`src/rtl/relu_maxpool_if.sv`:
```
// Stream bundle for the ReLU + 2x2 max-pool stage: raster-order samples in,
// pooled windows with coordinates out.
interface relu_maxpool_if #(
   parameter int OH = 26,
   parameter int OW = 26,
   parameter int DW = 19
);
   localparam int RW = (OH / 2 > 1) ? $clog2(OH / 2) : 1;
   localparam int CW = (OW / 2 > 1) ? $clog2(OW / 2) : 1;

   // Producer side has no ready: in_valid marks a beat that is always taken.
   // out_valid is a one-cycle pulse the consumer must accept.
   logic          in_valid;
   logic [DW-1:0] in_data;
   logic          out_valid;
   logic [DW-2:0] out_data;
   logic [RW-1:0] out_row;
   logic [CW-1:0] out_col;
   logic          frame_done;

   modport master (
      output in_valid, in_data,
      input  out_valid, out_data, out_row, out_col, frame_done
   );

   modport slave (
      input  in_valid, in_data,
      output out_valid, out_data, out_row, out_col, frame_done
   );
endinterface

```
`src/rtl/relu_maxpool.sv`:
```
// Streaming ReLU followed by 2x2/stride-2 max pooling; horizontal pair max in
// a register, vertical pair max through a half-width line buffer.
module relu_maxpool #(
   parameter int OH = 26,
   parameter int OW = 26,
   parameter int DW = 19
) (
   input  logic         clk,
   input  logic         rst,
   relu_maxpool_if.slave bus
);
   localparam int XW   = DW - 1;
   localparam int PH   = OH / 2;
   localparam int PW   = OW / 2;
   localparam int RCW  = (OH > 1) ? $clog2(OH) : 1;
   localparam int CCW  = (OW > 1) ? $clog2(OW) : 1;
   localparam int RW   = (PH > 1) ? $clog2(PH) : 1;
   localparam int CW   = (PW > 1) ? $clog2(PW) : 1;
   localparam int LBN  = (PW > 0) ? PW : 1;

   logic [RCW-1:0] r;
   logic [CCW-1:0] c;
   logic [XW-1:0]  h;
   logic [XW-1:0]  x;
   logic [XW-1:0]  m;
   logic [XW-1:0]  lb_q;
   logic [XW-1:0]  pool;
   logic [CW-1:0]  idx;
   logic           last_c;
   logic           last_r;
   logic           last_win;
   logic           pool_beat;
   logic           write_beat;

   logic [XW-1:0]  lb [0:LBN-1];

   always_comb begin
      x          = bus.in_data[DW-1] ? '0 : bus.in_data[DW-2:0];
      m          = (x > h) ? x : h;
      idx        = CW'(c >> 1);
      lb_q       = lb[idx];
      pool       = (m > lb_q) ? m : lb_q;
      last_c     = (c == CCW'(OW - 1));
      last_r     = (r == RCW'(OH - 1));
      // Last pooled window, which also covers odd dimensions with a dropped tail.
      last_win   = ((r >> 1) == RCW'(PH - 1)) && ((c >> 1) == CCW'(PW - 1));
      pool_beat  = bus.in_valid & c[0] & r[0];
      write_beat = bus.in_valid & c[0] & ~r[0];
   end

   always_ff @(posedge clk or negedge rst) begin
      if (!rst) begin
         r <= '0;
         c <= '0;
         h <= '0;
      end else if (bus.in_valid) begin
         if (last_c) begin
            c <= '0;
            r <= last_r ? '0 : r + 1'b1;
         end else begin
            c <= c + 1'b1;
         end
         if (!c[0]) begin
            h <= x;
         end
      end
   end

   always_ff @(posedge clk or negedge rst) begin
      if (!rst) begin
         bus.out_valid  <= 1'b0;
         bus.frame_done <= 1'b0;
         bus.out_data   <= '0;
         bus.out_row    <= '0;
         bus.out_col    <= '0;
      end else begin
         bus.out_valid  <= pool_beat;
         bus.frame_done <= pool_beat & last_win;
         if (pool_beat) begin
            bus.out_data <= pool;
            bus.out_row  <= RW'(r >> 1);
            bus.out_col  <= CW'(c >> 1);
         end
      end
   end

   // Every entry is rewritten on an even row before its odd-row read, so no reset.
   always_ff @(posedge clk) begin
      if (write_beat) begin
         lb[idx] <= m;
      end
   end
endmodule

```
`src/flat_wrapper.sv`:
```
// flat-port wrapper written by rule: the top's interface ports become plain ports
module relu_maxpool_flat 
#(
   parameter int OH = 26,
   parameter int OW = 26,
   parameter int DW = 19
)
  (clk, rst, bus_in_valid, bus_in_data, bus_out_valid, bus_out_data, bus_out_row, bus_out_col, bus_frame_done);
  relu_maxpool_if #(.OH(OH), .OW(OW), .DW(DW)) bus_i ();
  input  logic clk;
  input  logic rst;
  input wire logic [$bits(bus_i.in_valid)-1:0] bus_in_valid;
  input wire logic [$bits(bus_i.in_data)-1:0] bus_in_data;
  output wire logic [$bits(bus_i.out_valid)-1:0] bus_out_valid;
  output wire logic [$bits(bus_i.out_data)-1:0] bus_out_data;
  output wire logic [$bits(bus_i.out_row)-1:0] bus_out_row;
  output wire logic [$bits(bus_i.out_col)-1:0] bus_out_col;
  output wire logic [$bits(bus_i.frame_done)-1:0] bus_frame_done;
  assign bus_i.in_valid = bus_in_valid;
  assign bus_i.in_data = bus_in_data;
  assign bus_out_valid = bus_i.out_valid;
  assign bus_out_data = bus_i.out_data;
  assign bus_out_row = bus_i.out_row;
  assign bus_out_col = bus_i.out_col;
  assign bus_frame_done = bus_i.frame_done;
  relu_maxpool #(.OH(OH), .OW(OW), .DW(DW)) u_core (.clk(clk), .rst(rst), .bus(bus_i));
endmodule
```
`config.mk`:
```
export PLATFORM = sky130hd
export DESIGN_NAME = relu_maxpool_flat
export DESIGN_NICKNAME = d
export VERILOG_FILES = /design/src/rtl/relu_maxpool_if.sv /design/src/rtl/relu_maxpool.sv /design/src/flat_wrapper.sv
export SDC_FILE = /design/constraint.sdc
export NUM_CORES = 1
export LEC_CHECK = 0
export ABC_CLOCK_PERIOD_IN_PS = 5200
export CORE_ASPECT_RATIO = 0.8
export CORE_MARGIN = 4
export CORE_UTILIZATION = 61
export DETAILED_ROUTE_END_ITERATION = 6
export GPL_ROUTABILITY_DRIVEN = 0
export PLACE_DENSITY = 0.88
export SYNTH_ARGS = -nofsm -noshare
export SYNTH_HDL_FRONTEND = slang
export SYNTH_SLANG_ARGS = --single-unit
export TNS_END_PERCENT = 5
```
`constraint.sdc`:
```
create_clock -name clk -period 5.2 [get_ports clk]
set_clock_uncertainty 0.05 [all_clocks]
set_input_delay 1.04 -clock clk [delete_from_list [all_inputs] [get_ports clk]]
set_output_delay 1.04 -clock clk [all_outputs]
set_load 0.05 [all_outputs]
```
==> impl_table.tex, run 1 <==
\begin{tabular}{lr}
\hline
Metric & Value \\
\hline
\multicolumn{2}{l}{\textbf{Critical path}} \\
Worst setup endpoint & u\_core.bus.out\_data[3] \\
Count of cells along the worst register-to-register path & 19 \\
R2R Path End & u\_core.bus.out\_data[3] \\
CP Launch Point & bus\_in\_data[9] \\
Crit path max fanout & 12 \\
Critical Path, Cell by Cell & clkdlybuf4s50\_1 > nor2b\_2 > ha\_1 > nand4\_1 > or3b\_1 > or4\_1 > o41a\_1 > buf\_4 > buf\_4 > mux2i\_1 > inv\_1 > ha\_1 > nand4\_1 > buf\_4 > nor2\_2 > nand2\_1 > o21ai\_2 > buf\_6 > a21oi\_1 > a21bo\_2 \\
Critical path class & input pin to flip-flop \\
Worst-case register-to-register setup slack & between 600 and 700 ps \\
Setup crit start kind & input pin \\
Cell at the slowest stage of the critical path & or4\_1 \\
Element type at the critical path end & flip-flop \\
Data arrival time at the worst-slack endpoint & about 5600 ps \\
Critical path required time & 5560 ps \\
R2r startpoint & u\_core.h[15] \\
Library cell appearing most often on the critical path & buf\_4 \\
Delay of the slowest cell on the worst path & 520 ps \\
\multicolumn{2}{l}{\textbf{Placement}} \\
Placed instance area & between 10000 and 15000 um2 \\
Number of buffers inserted by port buffering & 49 \\
Post-detail-place hpwl & 19.3 mm \\
Minimum setup slack after placement & -799 ps \\
\multicolumn{2}{l}{\textbf{Final layout}} \\
Area of all placed cells without fillers & 15000 um2 \\
NumNets Final & 940 \\
Fraction of final layout cells with drive strength greater than 1 & 28.7\% \\
Layout overhead on the synthesized area & 19.4\% \\
Diode insertion count for antenna repair & 0 \\
Util after Layout & 75.0\% \\
Fill cell total of the finished layout & roughly 1100 \\
\multicolumn{2}{l}{\textbf{Die}} \\
Full die area & 23000 um2 \\
Core box area & 20000 um2 \\
I/O pin count & 50 \\
Vertical die dimension & 136 um \\
Die boundary width & 169 um \\
Effective utilization at floorplan & between 60\% and 70\% \\
Number of core rows & 46 \\
\multicolumn{2}{l}{\textbf{Timing}} \\
Final worst setup slack & 2.71 ps \\
Headroom to the max-slew limit & 26.0\% \\
Setup-violating endpoint count in the final report & 0 \\
Final-layout setup total negative slack & 0 ps \\
Maximum frequency from static timing analysis & 0.192 GHz \\
Actual slew at the worst max-slew pin & 1110 ps \\
Post-layout min period & 5200 ps \\
Final critical-path share of the clock period & 99.9\% \\
Count of final hold-check violations & 0 \\
Number of pins exceeding their max-slew limit in the final report & 0 \\
Min Hold Slack & 440 ps \\
\multicolumn{2}{l}{\textbf{Yosys}} \\
Syn nets & 813 \\
Top flip-flop cell by instance count after synthesis & edfxtp\_1 \\
Fraction of registers with async set or reset after synthesis & slightly below 20\% \\
Post-synthesis instance area & 12600 um2 \\
Number of synthesized flops with an enable pin & 234 \\
Synthesis Warnings & 0 \\
FF+latch count, synth & 290 \\
Mapped Avg Cell Area & 16.7 um2 \\
Dominant cells by area after synthesis & edfxtp\_1 56\%, mux4\_2 13\%, dfrtp\_1 11\% \\
Mapped Cells & 753 \\
Sequential fraction of the synthesis area & 67.0\% \\
Distinct cell type count after synthesis & 49 \\
Share of the synthesized area in the top cell type & 55.9\% \\
Cell type contributing the most total cell area after synthesis & edfxtp\_1 \\
\multicolumn{2}{l}{\textbf{Global route}} \\
Via count of the first global-routing pass & between 7000 and 8000 \\
Wire length of the first global-routing pass & around 46 mm \\
Total congestion overflow & 0 \\
Antenna violations before repair & 0 \\
Maximum number of pins on one net before global-route repair & 57 \\
Overall global routing resource usage & 26.9\% \\
\multicolumn{2}{l}{\textbf{Routing}} \\
DRT antenna net count & 0 \\
Overall routed net length & 30.8 mm \\
DR vias/cell & 6.55 \\
Remaining DRCs & 0 \\
First-pass iteration count of the detailed router & 5 \\
Routed WL per cell & 26.4 um \\
Via Count & 7621 \\
Initial DRC Count & 979 \\
\multicolumn{2}{l}{\textbf{Clocking}} \\
Clock sink total & 290 \\
Post-CTS clock slew at the launch and capture registers of the worst setup and hold paths & 70 ps \\
Number of buffers between clock root and the deepest sink & 3 \\
TritonCTS clock tree & done \\
Clock latency on the worst-skew pair & 530 ps \\
CTS Root Cell & clkbuf\_16 \\
CTS H-tree lvls & 1 \\
Total clock buffers created by CTS & 27 \\
\multicolumn{2}{l}{\textbf{Pwr}} \\
Worst supply voltage drop on vdd & between 0.4 and 0.5 mV \\
Total power divided by cell area & 546 nW/um2 \\
P\_leak & roughly 5.6 nW \\
\multicolumn{2}{l}{\textbf{Hold path}} \\
Hold/Removal Path Class & flip-flop to flip-flop \\
\multicolumn{2}{l}{\textbf{Run}} \\
Number of max-capacitance violations reported & 0 \\
\multicolumn{2}{l}{\textbf{Run status}} \\
Outcome & finished clean \\
\hline
\end{tabular}
-- final cells by class --
| class | count | area, um2 | area share [%] |
|---|---|---|---|
| clock buffers | 36 | 741 | 4.93 |
| clock inverters | 13 | 83.8 | 0.558 |
| inverters | 58 | 218 | 1.45 |
| multi-input cells | 365 | 4000 | 26.6 |
| flip-flops and latches | 290 | 8430 | 56.2 |
| well taps | 264 | 330 | 2.20 |
| repair buffers | 138 | 1210 | 8.06 |
-- report_power, final --
group          switching [W]  internal [W]
logic                0.00170       0.00140
registers           0.000352       0.00288
clock network       0.000815       0.00105
total                0.00287       0.00532
-- Yosys cell counts (7+ instances only) --
library cell	instances
mux2_2	17
clkbuf_1	26
ha_1	38
nand4_1	7
dfrtp_1	56
a21o_1	7
nor2_1	31
nor3_1	7
o31ai_1	17
mux4_2	72
edfxtp_1	234
nand2_1	40
mux2i_1	18
nor2b_1	19
a32oi_1	18
o21ai_0	14
nand3_1	7
inv_1	57
a21oi_1	10
-- flip-flops by register name (all words and copies together) (netlist names) --
signal,count
u_core.bus.out_col,4
u_core.bus.out_row,4
u_core.r,5
u_core.c,5
u_core.bus.out_valid,1
u_core.lb,234
u_core.h,18
u_core.bus.out_data,18
u_core.bus.frame_done,1
-- layout by cell type (no fill, tap or decap), types with 3 or more instances in the layout --
cell type / count
a21o_1: 7
dfrtp_1: 54
o31ai_2: 4
nor2b_1: 17
clkinv_2: 4
mux2i_2: 3
o22ai_1: 3
clkbuf_16: 28
edfxtp_1: 234
clkbuf_1: 7
mux2_2: 17
buf_12: 4
nor3_2: 4
nand2b_1: 6
inv_1: 54
mux2i_1: 8
a32oi_2: 4
buf_4: 84
mux2i_4: 7
nand2_1: 40
clkinv_1: 7
nand3_1: 6
o21ai_0: 13
nand4_1: 7
clkdlybuf4s50_1: 47
o211ai_1: 3
a21oi_1: 10
inv_2: 4
ha_1: 38
nor2_1: 30
a32oi_1: 14
o31ai_1: 11
mux4_2: 72
-- worst max-delay path: cells and delay by family --
kind | cells | cell delay [ps]
AND/OR/NAND/NOR | 7 | 1570
buffers and inverters | 6 | 1290
AO/OA/AOI/OAI | 4 | 720
adder cells (fa/ha/maj) | 2 | 640
multiplexers | 1 | 290
-- worst min-delay path by stage --
stage / from / endpoint / depth (start not counted)
CTS: u_core.bus.out_row[3] / u_core.bus.out_row[3] / 2
global route: u_core.bus.out_col[2] / u_core.bus.out_col[2] / 2
floorplan: u_core.h[0] / u_core.h[0] / 2
global placement: u_core.bus.out_col[1] / u_core.bus.out_col[1] / 2
finish: u_core.bus.out_row[0] / u_core.bus.out_row[0] / 2
detailed placement: u_core.bus.out_row[3] / u_core.bus.out_row[3] / 2
-- timing repair --
item,in CTS,in global routing
gates cloned,0,0
pin swaps,6,4
setup endpoints to repair,18,18
setup buffers,2,3
resized for setup,18,25
hold buffers,0,0
-- through the flow --
step,cells,total power (W)
2_1_floorplan,753,0.00502
3_3_place_gp,1110,0.00590
3_5_place_dp,1110,0.00608
4_1_cts,1161,0.00807
5_1_grt,1164,0.00853
6_report,1164,0.00819
-- per-layer routing --
| metal | track usage [%] | wire length, um | up-vias |
|---|---|---|---|
| met5 | 0 | 0 | - |
| met4 | 7.93 | 981 | 0 |
| met3 | 4.30 | 2510 | 77 |
| met2 | 45.4 | 15700 | 457 |
| met1 | 37.2 | 11600 | 3905 |
| li1 | - | - | 3182 |
-- cells by family after synthesis --
family                   count (synthesis)  share of synthesized area, %
adder cells (fa/ha/maj)                 38                          3.78
XOR/XNOR                                 1                        0.0697
AO/OA/AOI/OAI                           87                          5.01
multiplexers                           108                          16.0
flip-flops                             290                          67.0
buffers and inverters                   98                          3.10
AND/OR/NAND/NOR                        131                          5.05
Note: power is estimated with default switching activity, not from simulation.
==> run 2, diff against run 1 <==
- ABC_AREA: not set -> 1
- CORE_UTILIZATION: 61 -> 63
- DONT_BUFFER_PORTS: not set -> 1
- PLACE_DENSITY: 0.88 -> 0.87
==> impl_table.tex, run 2 <==
\begin{tabular}{lr}
\hline
Metric & Value \\
\hline
\multicolumn{2}{l}{\textbf{Run status}} \\
Outcome & finished clean \\
\multicolumn{2}{l}{\textbf{Final layout}} \\
Top library cells by usage in the layout, fill and taps aside & 279 x nand2\_1, 234 x edfxtp\_1, 73 x a21oi\_1 \\
Layout overhead on the synthesized area & 10.9\% \\
Diode insertion count for antenna repair & 0 \\
Top reg by flops & u\_core.lb \\
NumNets Final & about 1200 \\
Commonest non-fill, non-tap cell in the layout & nand2\_1 \\
Max reg flops & 234 \\
Number of non-filler instances in the completed layout & 1368 \\
Largest registers in the final layout & u\_core.lb x234, u\_core.bus.out\_data x18, u\_core.h x18 \\
Fraction of final layout cells with drive strength greater than 1 & around an eighth \\
\multicolumn{2}{l}{\textbf{Yosys}} \\
Top post-synthesis cells by count & 279 x nand2\_1, 234 x edfxtp\_1, 73 x a21oi\_1 \\
Syn nets & 1128 \\
Main combinational cell family by area after synthesis & simple AND/OR/NAND/NOR gates \\
Mux share of post-synthesis cell area & 0\% \\
Fraction of the mapped netlist area in compound gates & around 9\% \\
Number of synthesized flops with an enable pin & 234 \\
Cell type contributing the most total cell area after synthesis & edfxtp\_1 \\
Share of the synthesized area in the top cell type & between 50\% and 60\% \\
Synthesized-area fraction occupied by xor and xnor cells & 0\% \\
Simple-Gate Fraction of Synth Area & approximately 16\% \\
Mapped Cells & 1068 \\
FF+latch count, synth & 290 \\
Post-synthesis instance area & 12600 um2 \\
Mapped Avg Cell Area & 11.8 um2 \\
Distinct cell type count after synthesis & 38 \\
Adder and majority cell fraction of the synthesized area & around 3.8\% \\
Dominant cells by area after synthesis & edfxtp\_1 56\%, dfrtp\_1 11\%, nand2\_1 8.3\% \\
Dominant cell by count in the synthesized netlist & nand2\_1 \\
Top flip-flop cell by instance count after synthesis & edfxtp\_1 \\
Synthesis Warnings & 0 \\
Sequential fraction of the synthesis area & 67.1\% \\
Fraction of registers with async set or reset after synthesis & roughly a fifth \\
\multicolumn{2}{l}{\textbf{Clocking}} \\
CTS H-tree lvls & 1 \\
TritonCTS clock tree & done \\
Number of buffers between clock root and the deepest sink & 3 \\
Hold-fix buffer count after cts & 0 \\
Total clock buffers created by CTS & 26 \\
Clock latency on the worst-skew pair & between 500 and 600 ps \\
Number of resized instances in the post-cts repair step & 0 \\
Post-CTS clock slew at the launch and capture registers of the worst setup and hold paths & approximately 70 ps \\
CTS Root Cell & clkbuf\_16 \\
Clock sink total & 290 \\
Post-CTS setup repair buffer count & 0 \\
\multicolumn{2}{l}{\textbf{Routing}} \\
Via Count & 8923 \\
Initial DRC Count & 1217 \\
Routed WL per cell & 23.2 um \\
Remaining DRCs & 0 \\
DR vias/cell & 6.52 \\
DRT antenna net count & 0 \\
Overall routed net length & between 30 and 40 mm \\
First-pass iteration count of the detailed router & 7 \\
\multicolumn{2}{l}{\textbf{Global route}} \\
Maximum number of pins on one net before global-route repair & 57 \\
Antenna violations before repair & 0 \\
Total congestion overflow & 0 \\
Via count of the first global-routing pass & $\sim$8900 \\
Wire length of the first global-routing pass & 48.9 mm \\
Overall global routing resource usage & 28.1\% \\
\multicolumn{2}{l}{\textbf{Timing}} \\
Number of pins exceeding their max-slew limit in the final report & 0 \\
Maximum frequency from static timing analysis & 0.216 GHz \\
Final critical-path share of the clock period & 88.9\% \\
Count of final hold-check violations & 0 \\
Headroom to the max-slew limit & 11.9\% \\
Setup-violating endpoint count in the final report & 0 \\
Final-layout setup total negative slack & 0 ps \\
Setup repair after global routing missed its margin & no \\
Post-layout min period & 4620 ps \\
Actual slew at the worst max-slew pin & between 1000 and 1500 ps \\
\multicolumn{2}{l}{\textbf{Critical path}} \\
Library cell appearing most often on the critical path & nand2\_1 \\
Cell at the slowest stage of the critical path & o21ai\_0 \\
Delay of the slowest cell on the worst path & 390 ps \\
CP bufs+invs & 3 \\
Critical path class & input pin to flip-flop \\
Element type at the critical path end & flip-flop \\
Setup crit start kind & input pin \\
Crit path max fanout & 20 \\
Data arrival time at the worst-slack endpoint & around 5000 ps \\
Cell family with the largest share of critical-path delay & simple AND/OR/NAND/NOR gates \\
Critical path required time & between 5000 and 6000 ps \\
\multicolumn{2}{l}{\textbf{Pwr}} \\
P\_leak & 5.43 nW \\
Part of the power in the clock network & $\sim$25\% \\
Switching fraction of total power & 39.8\% \\
Total power divided by cell area & slightly below 600 nW/um2 \\
Int Power & 0.00484 W \\
Reg power frac & 41.1\% \\
Worst supply voltage drop on vdd & 0.561 mV \\
Psw & 0.00320 W \\
Combinational fraction of design power & approximately 34\% \\
\multicolumn{2}{l}{\textbf{Placement}} \\
Number of cells in the design after placement & 1320 \\
Number of buffers inserted by port buffering & 0 \\
Post-detail-place hpwl & 19.2 mm \\
\multicolumn{2}{l}{\textbf{Die}} \\
Vertical die dimension & 134 um \\
Die boundary width & about 170 um \\
I/O pin count & 50 \\
Full die area & between 20000 and 25000 um2 \\
Number of core rows & 45 \\
Effective utilization at floorplan & 65.3\% \\
Core box area & 19300 um2 \\
\multicolumn{2}{l}{\textbf{Run}} \\
Number of max-capacitance violations reported & 0 \\
\multicolumn{2}{l}{\textbf{Hold path}} \\
Hold/Removal Path Class & input pin to asynchronous set/reset pin \\
\hline
\end{tabular}
[run 2: cell types whose count changed after synthesis, moves of 13 or more]
cell	before	now
mux2_2	17	0
a22oi_1	0	72
o21ai_0	14	31
nor3_2	0	15
o31ai_1	17	0
mux2i_1	18	0
a32oi_1	18	0
a21oi_1	10	73
nand3_1	7	45
nand4_1	7	20
nor2b_1	19	0
buf_2	6	19
nand2_1	40	279
mux4_2	72	0
[run 2: final timing paths]
path / startpoint / endpoint / slack [ps] / cells past startpoint
setup / recovery: bus_in_data[18] / u_core.bus.out_data[2] / 580 / 25
hold / removal: rst / u_core.bus.out_data[5] / 140 / 0
setup reg to reg: u_core.h[11] / u_core.bus.out_data[2] / 990 / 23
hold reg to reg: u_core.h[13] / u_core.h[13] / 530 / 2
max in group asynchronous: rst / u_core.bus.out_row[1] / 4850 / 0
min in group clk: u_core.h[13] / u_core.h[13] / 530 / 2
[run 2: final cells by class]
type | count | area (um2)
clock buffers | 33 | 739
clock inverters | 15 | 169
fillers | 1169 | 5320
inverters | 70 | 263
multi-input cells | 664 | 3720
flip-flops and latches | 290 | 8430
well taps | 258 | 323
repair buffers | 38 | 298
[run 2: logic make-up (layout without fill, tap and decap cells)]
group | Yosys count | in the layout
and+or+nand+nor | 441 | 441
DFF | 290 | 290
AOI/OAI and AO/OA | 185 | 185
buffers and inverters | 114 | 156
adders and majority gates | 38 | 38
[run 2: power groups by stage]
stage	clock [W]	sequential [W]	combinational, W
after floorplan	0	0.00329	0.00179
after global placement	0	0.00334	0.00243
after detailed placement	0	0.00335	0.00258
after CTS	0.00204	0.00330	0.00263
after global routing	0.00215	0.00332	0.00293
final	0.00204	0.00331	0.00269
[run 2: layer usage]
layer | vias to the layer above | track usage (%) | wire length [um]
met4 | 0 | 10.8 | 1340
li1 | 3838 | - | -
met2 | 647 | 46.2 | 15200
met5 | - | 0 | 0
met1 | 4310 | 37.1 | 11500
met3 | 128 | 6.36 | 3700
[run 2: per-stage QoR]
stage               setup slack, ps  util (%)  hold slack (ps)  cell area, um2  total power, W
global placement                511      67.7              504           13000         0.00577
global route                    263      72.4              121           13900         0.00840
CTS                             781      72.4              136           13900         0.00797
floorplan                       702         -              478           12600         0.00508
finish                          577      72.4              142           13900         0.00804
detailed placement              276      67.7              513           13000         0.00592
